<file path="src/rtl/mdu_seq.sv">
// Iterative shift-add 32x32 unsigned multiplier with HI/LO registers and EX-stage stall request.
// Optional macro MDU_EARLY_DONE_EN: finish as soon as the remaining multiplier bits are all zero.
module mdu_seq #(
    parameter int WIDTH = 32
) (
    input  logic             clk,
    input  logic             rst_n,
    input  logic             flushE,
    input  logic             start_mul,
    input  logic [WIDTH-1:0] op_a,
    input  logic [WIDTH-1:0] op_b,
    input  logic             mf_hi_loE,
    input  logic             hi_loE,
    output logic             busy,
    output logic             stall_req,
    output logic [WIDTH-1:0] hilo_out,
    output logic [WIDTH-1:0] hi,
    output logic [WIDTH-1:0] lo
);

    localparam int CW = $clog2(WIDTH);

    typedef enum logic {IDLE, RUN} state_t;

    state_t             state;
    logic [CW-1:0]      cnt;
    logic [2*WIDTH-1:0] acc;
    logic [2*WIDTH-1:0] mcand;
    logic [WIDTH-1:0]   mplier;

    logic               go;
    logic               last;
    logic [2*WIDTH-1:0] acc_next;
    logic [WIDTH-1:0]   mplier_next;

    assign go          = start_mul & ~flushE;
    assign acc_next    = mplier[0] ? acc + mcand : acc;
    assign mplier_next = mplier >> 1;

`ifdef MDU_EARLY_DONE_EN
    assign last = (cnt == CW'(WIDTH - 1)) | (mplier_next == '0);
`else
    assign last = (cnt == CW'(WIDTH - 1));
`endif

    assign busy      = (state == RUN);
    // A bubble in EX never needs to wait, even while the multiplier is running.
    assign stall_req = busy & ~flushE & (start_mul | mf_hi_loE);
    assign hilo_out  = hi_loE ? hi : lo;

    always_ff @(posedge clk or negedge rst_n) begin
        if (!rst_n) begin
            state  <= IDLE;
            cnt    <= '0;
            acc    <= '0;
            mcand  <= '0;
            mplier <= '0;
            hi     <= '0;
            lo     <= '0;
        end else begin
            case (state)
                IDLE: begin
                    if (go) begin
                        acc    <= '0;
                        mcand  <= {{WIDTH{1'b0}}, op_a};
                        mplier <= op_b;
                        cnt    <= '0;
                        state  <= RUN;
                    end
                end
                RUN: begin
                    acc    <= acc_next;
                    mcand  <= mcand << 1;
                    mplier <= mplier_next;
                    cnt    <= cnt + 1'b1;
                    if (last) begin
                        hi    <= acc_next[2*WIDTH-1:WIDTH];
                        lo    <= acc_next[WIDTH-1:0];
                        state <= IDLE;
                    end
                end
                default: state <= IDLE;
            endcase
        end
    end

endmodule

</file>
<file path="config.mk">
export PLATFORM = sky130hd
export DESIGN_NAME = mdu_seq
export DESIGN_NICKNAME = d
export VERILOG_FILES = /design/src/rtl/mdu_seq.sv
export SDC_FILE = /design/constraint.sdc
export NUM_CORES = 1
export LEC_CHECK = 0
export BUFFER_PORTS_ARGS = -buffer_cell sky130_fd_sc_hd__buf_2
export CORE_AREA = 3 3 117 203
export DETAILED_ROUTE_END_ITERATION = 16
export DIE_AREA = 0 0 120 206
export PLACE_DENSITY = 0.84
export SLEW_MARGIN = 0
export SYNTH_ARGS = -nofsm -noshare
export SYNTH_HDL_FRONTEND = slang
export SYNTH_SLANG_ARGS = --single-unit
</file>
<file path="constraint.sdc">
create_clock -name clk -period 4.4 [get_ports clk]
set_input_delay 0.88 -clock clk [delete_from_list [all_inputs] [get_ports clk]]
set_output_delay 0.88 -clock clk [all_outputs]
set_load 0.01 [all_outputs]
</file>
==> impl_summary.txt, run 1 <==
----------------------------------------------------
[Outcome]
  Result of the run ... complete, no violations

[Synth]
  EDFF count, synth ... 0
  Multiplexer fraction of the synthesized cell area ... 0.1019
  Main combinational cell family by area after synthesis ... compound AO/OA/AOI/OAI gates
  Fraction of registers with async set or reset after synthesis ... 1.000
  Post-synthesis net count ... 1731
  Share of synthesized area occupied by flip-flops and latches ... 0.4071
  Simple-gate portion of the synthesized area ... 0.1476
  Area share of fa/ha/maj cells after synthesis ... 0.05894
  Per-instance average area after synthesis ... 8.864 µm²
  Number of distinct standard cells referenced by the synthesized netlist ... 69
  Synthesized area ... 0.01414 mm²
  Post-synthesis compound-gate area fraction ... 0.2121
  Synthesized instance count ... 1595
  Yosys reg bits ... 230
  Area share of xor/xnor cells in the synthesized design ... 0.03593
  Synth warnings ... 0
  Dominant synthesized flop cell ... dfrtp_1

[Pwr]
  Static Leakage ... 7.605 nW
  Highest ir drop seen on vdd ... 621.1 µV
  Power density over cell area ... 795.7 mW/mm²
  Post-layout total power ... 12.60 mW

[Routing]
  Detail-routed net length per standard cell ... 21.95 µm
  Detailed Route Iter0 Violations ... 1068
  Length of the first detailed-routing pass in iterations ... 5
  Via density per instance ... 6.234
  DR vias ... 12520
  Number of remaining DRC errors ... 0
  Post-detailed-routing wire length ... 44080 µm
  Antenna-violating nets left ... 0

[Timing]
  Final total negative setup slack ... 0 ps
  Highest attainable clock frequency ... 289.3 MHz
  Shortest clock period the worst path allows after layout ... 3457 ps
  Worst Setup Slack, final ... 943.0 ps
  Unrepaired setup endpoints after global routing ... false
  Post-route clock skew ... 30.44 ps
  Share of the clock period used by the worst path ... 0.7857
  Worst slew slack as a fraction of its limit ... 0.3098
  Slew at the pin closest to its max-slew limit ... 1035 ps
  Finish-stage setup viols ... 0
  Final Max Tran Viols ... 0
  Number of endpoints with negative hold slack in the final report ... 0

[Floorplanning]
  Core Box Area ... 0.02225 mm²
  Chip Width ... 120 µm
  DIE AREA ... 0.02472 mm²
  Vert. Die Dim ... 206 µm
  Initial standard-cell utilization of the core ... 0.6353
  Boundary Pins ... 168
  Number of core rows ... 72

[CTS]
  Number of buffers created by CTS ... 23
  Bufs on Longest Clock Path ... 3
  Buffer cell driving the clock tree root ... clkbuf_16
  Hold-fix buffer count after cts ... 0
  H-tree lvl count ... 1
  Clock edge transition at the registers on the reported setup and hold paths ... 60 ps
  Clock Sinks ... 230
  Clk Latency, worst-skew pair ... 550 ps
  Setup bufs post-CTS ... 0
  TritonCTS clock tree ... done
  Number of gates given a new drive strength after cts ... 0

[Placed design]
  HPWL reported at the end of detailed placement ... 32270 µm
  Dpl ws ... 1050 ps
  Routability Congestion ... 0.9738
  Cell count after placement ... 1967
  Buffers on Ports ... 167

[Finish]
  Most common cell after layout, fill and taps aside ... nand2_1
  Layout net count ... 1832
  Most used cells in the layout excluding fill and tap cells ... 284 x nand2_1, 228 x dfrtp_1, 205 x o21ai_0, 166 x buf_2, 111 x a21oi_1
  Final Core Density ... 0.7118
  Non-filler cells, final ... 2008
  Layout cells sized above 1 ... 0.1677
  Fill cells ... 1750
  Synth-to-layout area growth ... 12.03%

[Worst setup path]
  Worst reg2reg path depth ... 11
  Kind of end point of the critical path ... flop
  Data required, critical path ... 4810 ps
  Data arrival time of the critical path ... 3870 ps
  Type of origin of the critical path ... flop
  Worst setup path class ... reg2reg
  R2R setup slack ... 940 ps
  Worst-path maximum fanout ... 6

[Worst hold path]
  Min-Delay Path Class ... in2async

[GRT]
  Overflow left after global routing ... 0
  Global routing usage summed across all routing layers ... 0.3575
  Met3 global-route usage ... 0.04874
  Wire length of the first global-routing pass ... 68880 µm
  GR Layer Usage met1 ... 0.3914
  Met2 Usage GRT ... 0.6242
  Number of antenna violations at the first check in global routing ... 2
  Top Usage Layer GRT ... met2
  Number of global-route vias before repair ... 12670
  Pin count of the biggest net entering global routing ... 111

[Run]
  Max Cap Viol ... 0

----------------------------------------------------
## synthesized netlist by cell type (all sizes together) (2+ instances only)
cell type	n	area, µm²
nand2	286	1076
dfrtp	230	5756
o21ai	226	1131
a21oi	117	615.6
mux2i	100	1001
clkbuf	78	292.8
ha	65	813.3
nor2	57	224.0
nand3	42	222.7
mux2	39	439.2
a21o	32	240.2
xnor2	31	271.5
buf	28	127.6
xor2	27	236.5
and3	24	150.1
nand4	24	150.1
inv	23	86.33
o21bai	19	142.6
a31oi	16	100.1
o22ai	15	100.1
nor3	13	65.06
o211ai	11	82.58
o21a	11	82.58
o31ai	8	65.06
a211o	7	61.31
a211oi	7	67.57
and2	6	37.54
nor2b	5	31.28
o31a	5	52.55
a22o	4	35.03
nand2b	4	25.02
or2	3	18.77
or3	3	18.77
or4	3	26.27
a2111oi	2	55.05
a21boi	2	15.01
a221o	2	20.02
a221oi	2	17.52
a311oi	2	23.77
clkinv	2	7.510
nor4	2	12.51
o311ai	2	17.52
## kinds of logic after synthesis
family	Yosys count
AO/OA/AOI/OAI	496
AND/OR/NAND/NOR	475
flip-flops	230
multiplexers	139
buffers and inverters	131
adder cells (fa/ha/maj)	66
XOR/XNOR	58
## worst paths after layout
| path | from | endpoint |
|---|---|---|
| setup / recovery | acc[7]$_DFFE_PN0P_ | hi[21]$_DFFE_PN0P_ |
| hold / removal | rst_n | lo[14]$_DFFE_PN0P_ |
| setup reg to reg | acc[7]$_DFFE_PN0P_ | hi[21]$_DFFE_PN0P_ |
| hold reg to reg | mplier[1]$_DFFE_PN0P_ | mplier[0]$_DFFE_PN0P_ |
| max in group asynchronous | rst_n | busy$_DFF_PN0_ |
| min in group clk | mplier[1]$_DFFE_PN0P_ | mplier[0]$_DFFE_PN0P_ |
## where the power goes
group / switching (mW) / total (mW) / internal [mW]
Sequential: 0.938 / 3.94 / 3.00
Combinational: 4.19 / 6.65 / 2.46
Clock: 0.860 / 2.01 / 1.15
Total: 5.99 / 12.6 / 6.61
## layer usage
metal / vias up / wire (µm)
met5: - / 0
met4: 0 / 3982
met3: 175 / 2304
met2: 466 / 21850
met1: 5978 / 15940
li1: 5899 / -
## layout make-up
cell class                      count  area [µm²]  area share
Antenna cell                        1       2.502   0.0001580
Clock buffer                       32       649.4     0.04100
Clock inverter                      8       100.1    0.006320
Inverter                           25       93.84    0.005925
Multi-Input combinational cell   1234        7890      0.4982
Sequential cell                   230        5761      0.3637
Tap cell                          296       370.4     0.02338
Timing Repair Buffer              182       970.9     0.06131
## through the flow
stage                     hold WS (ps)  cell area, µm²
final                            277.4           15840
after global routing             296.2           15840
after CTS                        271.8           15840
after detailed placement         475.3           15090
after global placement           467.6           15090
after floorplan                  452.8           14140
## registers in the layout, summed over array words and instances (netlist names)
name and flops:
mcand 64, cnt 5, hi 32, lo 32
acc 64, mplier 32, busy 1
## worst max-delay path, stage by stage, from the launching register on
cell      delay [ps]
dfrtp_1          400
ha_1             380
and2_1           200
o2111a_1         240
a21oi_2          100
o211ai_1         330
a211oi_2         160
o31a_4           350
o32ai_1          380
o21ai_1          320
mux2i_1          200
a211o_1          280
Note: power is estimated with default switching activity, not from simulation.
==> run 2, diff against run 1 <==
Settings changed: ABC_AREA from default to 1, CORE_AREA 3 3 117 203 to 3 3 128 223, DIE_AREA 0 0 120 206 to 0 0 131 226, PLACE_DENSITY 0.84 to 0.8.
Clock period 4.4 ns to 3.5 ns, I/O delays scaled along.
==> impl_summary.txt, run 2 <==
----------------------------------------------------
[Outcome]
  Result of the run ... complete, no violations

[Synth]
  Top cell types by occurrence after synthesis ... 840 x nand2_1, 447 x inv_1, 230 x dfrtp_1
  Largest cells by area after synthesis ... dfrtp_1 35%, nand2_1 19%, inv_1 10%, ha_1 5.0%, nand3_1 4.5%
  Yosys reg bits ... 230 (unchanged)
  Dominant synthesized flop cell ... dfrtp_1
  Fraction of registers with async set or reset after synthesis ... 1.000 (unchanged)
  Number of distinct standard cells referenced by the synthesized netlist ... 43 (-38%)
  Synthesized area ... 0.01631 mm² (+15%)
  Share of synthesized area occupied by flip-flops and latches ... 0.3528 (-0.05433)
  Cell accounting for the most synthesized area ... dfrtp_1
  Post-synthesis net count ... 2544 (+47%)
  Top-area cell type share of the netlist area ... 0.3528 (-0.05433)
  Most instantiated library cell after synthesis ... nand2_1
  Per-instance average area after synthesis ... 6.775 µm² (-24%)
  EDFF count, synth ... 0 (unchanged)
  Synth warnings ... 0 (unchanged)
  Synthesized instance count ... 2408 (+51%)

[Routing]
  Length of the first detailed-routing pass in iterations ... 6 (+1)
  Via density per instance ... 5.558 (-11%)
  Antenna-violating nets left ... 0 (unchanged)
  Number of remaining DRC errors ... 0 (unchanged)
  Detail-routed net length per standard cell ... 18.79 µm (-14%)
  DR vias ... 16190 (+29%)
  Post-detailed-routing wire length ... 54720 µm (+24%)
  Detailed Route Iter0 Violations ... 1092 (+2.2%)

[Worst setup path]
  Worst-path maximum fanout ... 63 (+57)
  Data required, critical path ... 2800 ps (-2010 ps)
  Data arrival time of the critical path ... 2230 ps (-1640 ps)
  Type of origin of the critical path ... flop
  Worst setup path class ... reg2out
  Kind of end point of the critical path ... primary output

[Timing]
  Worst slew slack as a fraction of its limit ... 0.2843 (-0.02551)
  Share of the clock period used by the worst path ... 0.8370
  Final total negative setup slack ... 0 ps (unchanged)
  Finish-stage setup viols ... 0 (unchanged)
  Unrepaired setup endpoints after global routing ... false
  Shortest clock period the worst path allows after layout ... 2929 ps
  Slew at the pin closest to its max-slew limit ... 1074 ps (+38.26 ps)
  Worst Setup Slack, final ... 570.5 ps (-372.4 ps)
  Number of endpoints with negative hold slack in the final report ... 0 (unchanged)
  Post-route clock skew ... 11.88 ps (-18.56 ps)
  Highest attainable clock frequency ... 341.4 MHz
  Final Max Tran Viols ... 0 (unchanged)

[Finish]
  Synth-to-layout area growth ... 11.45%
  Layout cells sized above 1 ... 0.1506 (-0.01709)
  Final Core Density ... 0.6788 (-0.03298)
  Antenna diode count ... 0 (-1)
  Layout net count ... 2672 (+46%)
  Most common cell after layout, fill and taps aside ... nand2_1
  Top Registers ... acc x64, mcand x64
  Most used cells in the layout excluding fill and tap cells ... 839 x nand2_1, 445 x inv_1, 228 x dfrtp_1, 166 x buf_2, 148 x nand3_1

[Run]
  Max Cap Viol ... 0 (unchanged)

[Floorplanning]
  Number of core rows ... 79 (+9.7%)
  Boundary Pins ... 168 (unchanged)
  Core Box Area ... 0.02679 mm² (+20%)
  DIE AREA ... 0.02961 mm² (+20%)
  Initial standard-cell utilization of the core ... 0.6090 (-0.02630)
  Chip Width ... 131 µm (+9.2%)
  Vert. Die Dim ... 226 µm (+9.7%)

[GRT]
  Number of antenna violations at the first check in global routing ... 0 (-2)
  Pin count of the biggest net entering global routing ... 101 (-9.0%)
  Global routing usage summed across all routing layers ... 0.3726 (+0.01508)
  Wire length of the first global-routing pass ... 84950 µm (+23%)
  Number of global-route vias before repair ... 16320 (+29%)
  Overflow left after global routing ... 0 (unchanged)

[CTS]
  TritonCTS clock tree ... done
  Hold-fix buffer count after cts ... 0 (unchanged)
  Number of buffers created by CTS ... 22 (-4.3%)
  Buffer cell driving the clock tree root ... clkbuf_16
  Clk Latency, worst-skew pair ... 530 ps (-20 ps)
  Number of gates given a new drive strength after cts ... 0 (unchanged)
  Bufs on Longest Clock Path ... 3 (unchanged)
  H-tree lvl count ... 1 (unchanged)
  Clock Sinks ... 230 (unchanged)
  Setup bufs post-CTS ... 0 (unchanged)
  Clock edge transition at the registers on the reported setup and hold paths ... 60 ps (about the same)

[Pwr]
  Highest ir drop seen on vdd ... 772.5 µV (+24%)
  Static Leakage ... 10.20 nW (+34%)
  Power density over cell area ... 1068 mW/mm² (+34%)

[Placed design]
  Buffers on Ports ... 167 (unchanged)
  HPWL reported at the end of detailed placement ... 42340 µm (+31%)
  Dpl ws ... 857.2 ps (-192.4 ps)
  Routability Congestion ... 1.038 (+6.6%)

[Worst hold path]
  Min-Delay Path Class ... in2async

----------------------------------------------------
==> run 2: cell type report <==
cell class	instances	area (µm²)
well taps	364	455.4
clock buffers	27	579.3
flip-flops and latches	230	5758
clock inverters	10	165.2
fillers	2377	8605
repair buffers	186	1026
inverters	464	1744
multi-input cells	1632	8454
==> run 2: power breakdown <==
group | internal (mW) | leakage (nW) | total, mW | switching, mW
registers | 3.83 | 2.91 | 4.85 | 1.01
clock network | 1.48 | 0.367 | 2.54 | 1.07
logic | 3.90 | 6.92 | 12.0 | 8.11
==> run 2: final timing paths <==
check | slack, ps | from | endpoint | depth (start not counted)
worst max register to register | 800 | acc[0]$_DFFE_PN0P_ | hi[12]$_DFFE_PN0P_ | 14
worst min register to register | 480 | mplier[2]$_DFFE_PN0P_ | mplier[2]$_DFFE_PN0P_ | 2
min in group clk | 410 | op_b[31] | mplier[31]$_DFFE_PN0P_ | 3
worst min-delay path | 150 | rst_n | hi[10]$_DFFE_PN0P_ | 1
max in group asynchronous | 2500 | rst_n | lo[27]$_DFFE_PN0P_ | 2
worst max-delay path | 570 | busy$_DFF_PN0_ | busy | 2
==> run 2: cells by family (layout without fill, tap and decap cells) <==
| family | count (synthesis) | after routing | synth area share |
|---|---|---|---|
| DFF | 230 | 230 | 0.3528 |
| AOI/OAI and AO/OA | 244 | 244 | 0.09395 |
| xor gates and xnor gates | 29 | 29 | 0.01557 |
| muxes | 20 | 20 | 0.01380 |
| buffers and inverters | 546 | 687 | 0.1298 |
| adders and majority gates | 66 | 66 | 0.05108 |
| and+or+nand+nor | 1273 | 1273 | 0.3430 |
==> run 2: per-stage QoR <==
step	area, µm²	total power, mW	hold WS (ps)	std cells
global placement	17440	16.33	463.6	2876
detailed placement	17440	16.67	469.7	2876
finish	18180	19.41	148.3	2913
floorplan	16310	12.86	404.4	2408
CTS	18180	19.30	167.3	2913
global route	18180	20.95	195.5	2913
==> run 2: layer usage <==
layer / wire (µm) / vias to the layer above / global-route usage
met5: 0 / - / 0
met4: 4496 / 0 / 0.2478
met3: 2657 / 203 / 0.03953
met2: 28630 / 614 / 0.6712
met1: 18940 / 7562 / 0.3999
li1: - / 7811 / -
==> run 2: critical path: stages, from the launching register on <==
cell     delay, ps
dfrtp_2        700
buf_4          740
buf_2          270
==> run 3, diff against run 2 <==
Settings changed: ABC_AREA 1 to 0, CORE_AREA 3 3 128 223 to 3 3 122 211, DIE_AREA 0 0 131 226 to 0 0 125 214, PLACE_DENSITY 0.8 to 0.78.
Clock period 3.5 ns to 2.9 ns, I/O delays scaled along.
==> impl_summary.txt, run 3 (synthesis results as in run 1) <==
----------------------------------------------------
[Placed design]
  Routability Congestion ... 1.023 (-1.5%)
  HPWL reported at the end of detailed placement ... 36080 µm (-15%)
  Dpl ws ... -451.6 ps (-1309 ps)
  Buffers on Ports ... 167 (unchanged)

[Worst setup path]
  Data arrival time of the critical path ... 3530 ps (+1300 ps)
  Crit path max-delay cell type ... dfrtp_1
  Most prevalent standard cell on the critical path ... mux2_4
  Maximum single-stage delay on the critical path ... 360 ps (-380 ps)
  Ordered list of cells on the worst path ... ha_2 -> inv_2 -> fa_2 -> nand2b_4 -> a21o_1 -> a311oi_2 -> o21ai_1 -> a211oi_2 -> buf_4 -> nor2_2 -> o21bai_1 -> xor2_1 -> mux2_4 -> mux2_4
  Worst-path maximum fanout ... 3 (-95%)
  Data required, critical path ... 3330 ps (+530 ps)
  Kind of end point of the critical path ... flop
  Worst setup path class ... reg2reg
  Type of origin of the critical path ... flop

[Finish]
  Combined flip-flop and latch cell area ... 0.005762 mm² (about the same)
  Most common cell after layout, fill and taps aside ... buf_4
  Synth-to-layout area growth ... 34.39%
  Layout cells sized above 1 ... 0.3452 (+0.1945)
  Layout net count ... 2121 (-21%)
  Fill cells ... 1611 (-32%)
  Top Registers ... acc x64, mcand x64
  Most used cells in the layout excluding fill and tap cells ... 285 x buf_4, 277 x nand2_1, 227 x dfrtp_1, 184 x o21ai_0, 166 x buf_2
  Area of the multi-input gates ... 0.008732 mm² (+3.3%)

[Timing]
  Worst slew slack as a fraction of its limit ... 0.3329 (+0.04861)
  Finish-stage setup viols ... 52 (+52)
  Slew at the pin closest to its max-slew limit ... 1001 ps (-72.92 ps)
  Number of endpoints with negative hold slack in the final report ... 0 (unchanged)
  Worst hold slack ... 273.0 ps (+124.6 ps)
  Unrepaired setup endpoints after global routing ... true
  Final Max Tran Viols ... 0 (unchanged)
  Highest attainable clock frequency ... 323.0 MHz
  Share of the clock period used by the worst path ... 1.068
  Post-route clock skew ... 12.36 ps (+0.4819 ps)
  Shortest clock period the worst path allows after layout ... 3096 ps
  Worst Setup Slack, final ... -196.3 ps (-766.8 ps)

[Floorplanning]
  Number of core rows ... 75 (-5.1%)
  Initial standard-cell utilization of the core ... 0.5839 (-0.02512)
  Boundary Pins ... 168 (unchanged)
  DIE AREA ... 0.02675 mm² (-9.6%)
  Chip Width ... 125 µm (-4.6%)
  Vert. Die Dim ... 214 µm (-5.3%)
  Core Box Area ... 0.02421 mm² (-9.6%)

[Worst hold path]
  Min-Delay Path Class ... in2reg

[Routing]
  Detailed Route Iter0 Violations ... 1267 (+16%)
  DR vias ... 14410 (-11%)
  Post-detailed-routing wire length ... 51410 µm (-6.1%)
  Via density per instance ... 6.233 (+12%)
  Detail-routed net length per standard cell ... 22.25 µm (+18%)
  Length of the first detailed-routing pass in iterations ... 7 (+1)
  Antenna-violating nets left ... 0 (unchanged)
  Number of remaining DRC errors ... 0 (unchanged)

[CTS]
  Bufs on Longest Clock Path ... 3 (unchanged)
  Number of buffers created by CTS ... 23 (+4.5%)
  Clock Sinks ... 230 (unchanged)
  H-tree lvl count ... 1 (unchanged)
  Buffer cell driving the clock tree root ... clkbuf_16
  Clock edge transition at the registers on the reported setup and hold paths ... 70 ps (about the same)
  Clk Latency, worst-skew pair ... 540 ps (about the same)
  TritonCTS clock tree ... done

[GRT]
  Number of antenna violations at the first check in global routing ... 1 (+1)
  Number of global-route vias before repair ... 14870 (-8.9%)
  Pin count of the biggest net entering global routing ... 107 (+5.9%)
  Global routing usage summed across all routing layers ... 0.3705 (-0.002106)
  Wire length of the first global-routing pass ... 79070 µm (-6.9%)
  Overflow left after global routing ... 0 (unchanged)

[Outcome]
  Violated checks ... negative setup slack
  Result of the run ... finished, violations left

[Pwr]
  Static Leakage ... 9.200 nW (-9.8%)
  Highest ir drop seen on vdd ... 880.3 µV (+14%)
  Power density over cell area ... 1265 mW/mm² (+18%)

[Run]
  Max Cap Viol ... 0 (unchanged)

----------------------------------------------------
==> run 3: critical path: cells and delay by family, from the launching register on <==
kind | cells | cell delay (ps)
compound gates | 5 | 1080
xor+xnor | 1 | 90
fa+ha+maj | 2 | 530
buf+inv | 2 | 200
flops | 1 | 360
mux | 2 | 530
simple gates | 2 | 190
==> run 3: path summary, 6_finish.rpt <==
path,slack [ps],from,end,cells past startpoint
min reg2reg,480,mplier[30]$_DFFE_PN0P_,mplier[29]$_DFFE_PN0P_,2
min,270,op_b[31],mplier[31]$_DFFE_PN0P_,3
max,-200,mcand[0]$_DFFE_PN0P_,hi[0]$_DFFE_PN0P_,14
min in group asynchronous,560,rst_n,lo[18]$_DFFE_PN0P_,2
max in group asynchronous,1610,rst_n,busy$_DFF_PN0_,3
max reg2reg,-200,mcand[0]$_DFFE_PN0P_,hi[0]$_DFFE_PN0P_,14
==> run 3: routing by layer <==
layer  vias to the layer above  track usage  wire [µm]
li1                       6464            -          -
met1                      6962       0.3902      17380
met2                       691       0.6448      25870
met3                       288      0.05240       2940
met4                         0       0.3086       5211
met5                         -            0          0
==> run 3: area by class of cell <==
| type | count | share of cell area |
|---|---|---|
| antenna | 1 | 0.0001317 |
| clock buffer | 26 | 0.03247 |
| tap | 308 | 0.02028 |
| inverter | 25 | 0.004939 |
| sequential | 230 | 0.3033 |
| clock inverter | 16 | 0.008693 |
| multi-input combinational | 1234 | 0.4596 |
| timing repair buffer | 471 | 0.1706 |
==> run 3: through the flow <==
step,utilization,instances,power (mW),cell area [µm²],setup TNS [ps]
after global placement,0.7033,2229,18.19,17030,-7495
after floorplan,-,1595,12.51,14140,0
after global routing,0.7847,2310,25.34,19000,-13200
after detailed placement,0.7033,2229,18.56,17030,-12150
after CTS,0.7666,2294,22.84,18560,-2789
final,0.7848,2311,24.03,19000,-3946
==> run 3: report_power, final <==
group          switching (mW)  leakage (nW)  total (mW)  internal (mW)
Combinational            7.97          5.86        14.8           6.82
Clock                    1.42         0.371        3.16           1.73
Sequential               1.53          2.97        6.08           4.56
Total                    10.9          9.20        24.0           13.1
==> run 3: timing repair <==
item	4_1_cts	5_1_grt
hold buffers	1	0
setup buffers	23	16
pin swaps	40	45
hold endpoints to repair	52	0
setup endpoints to repair	60	75
gates resized for setup	112	65
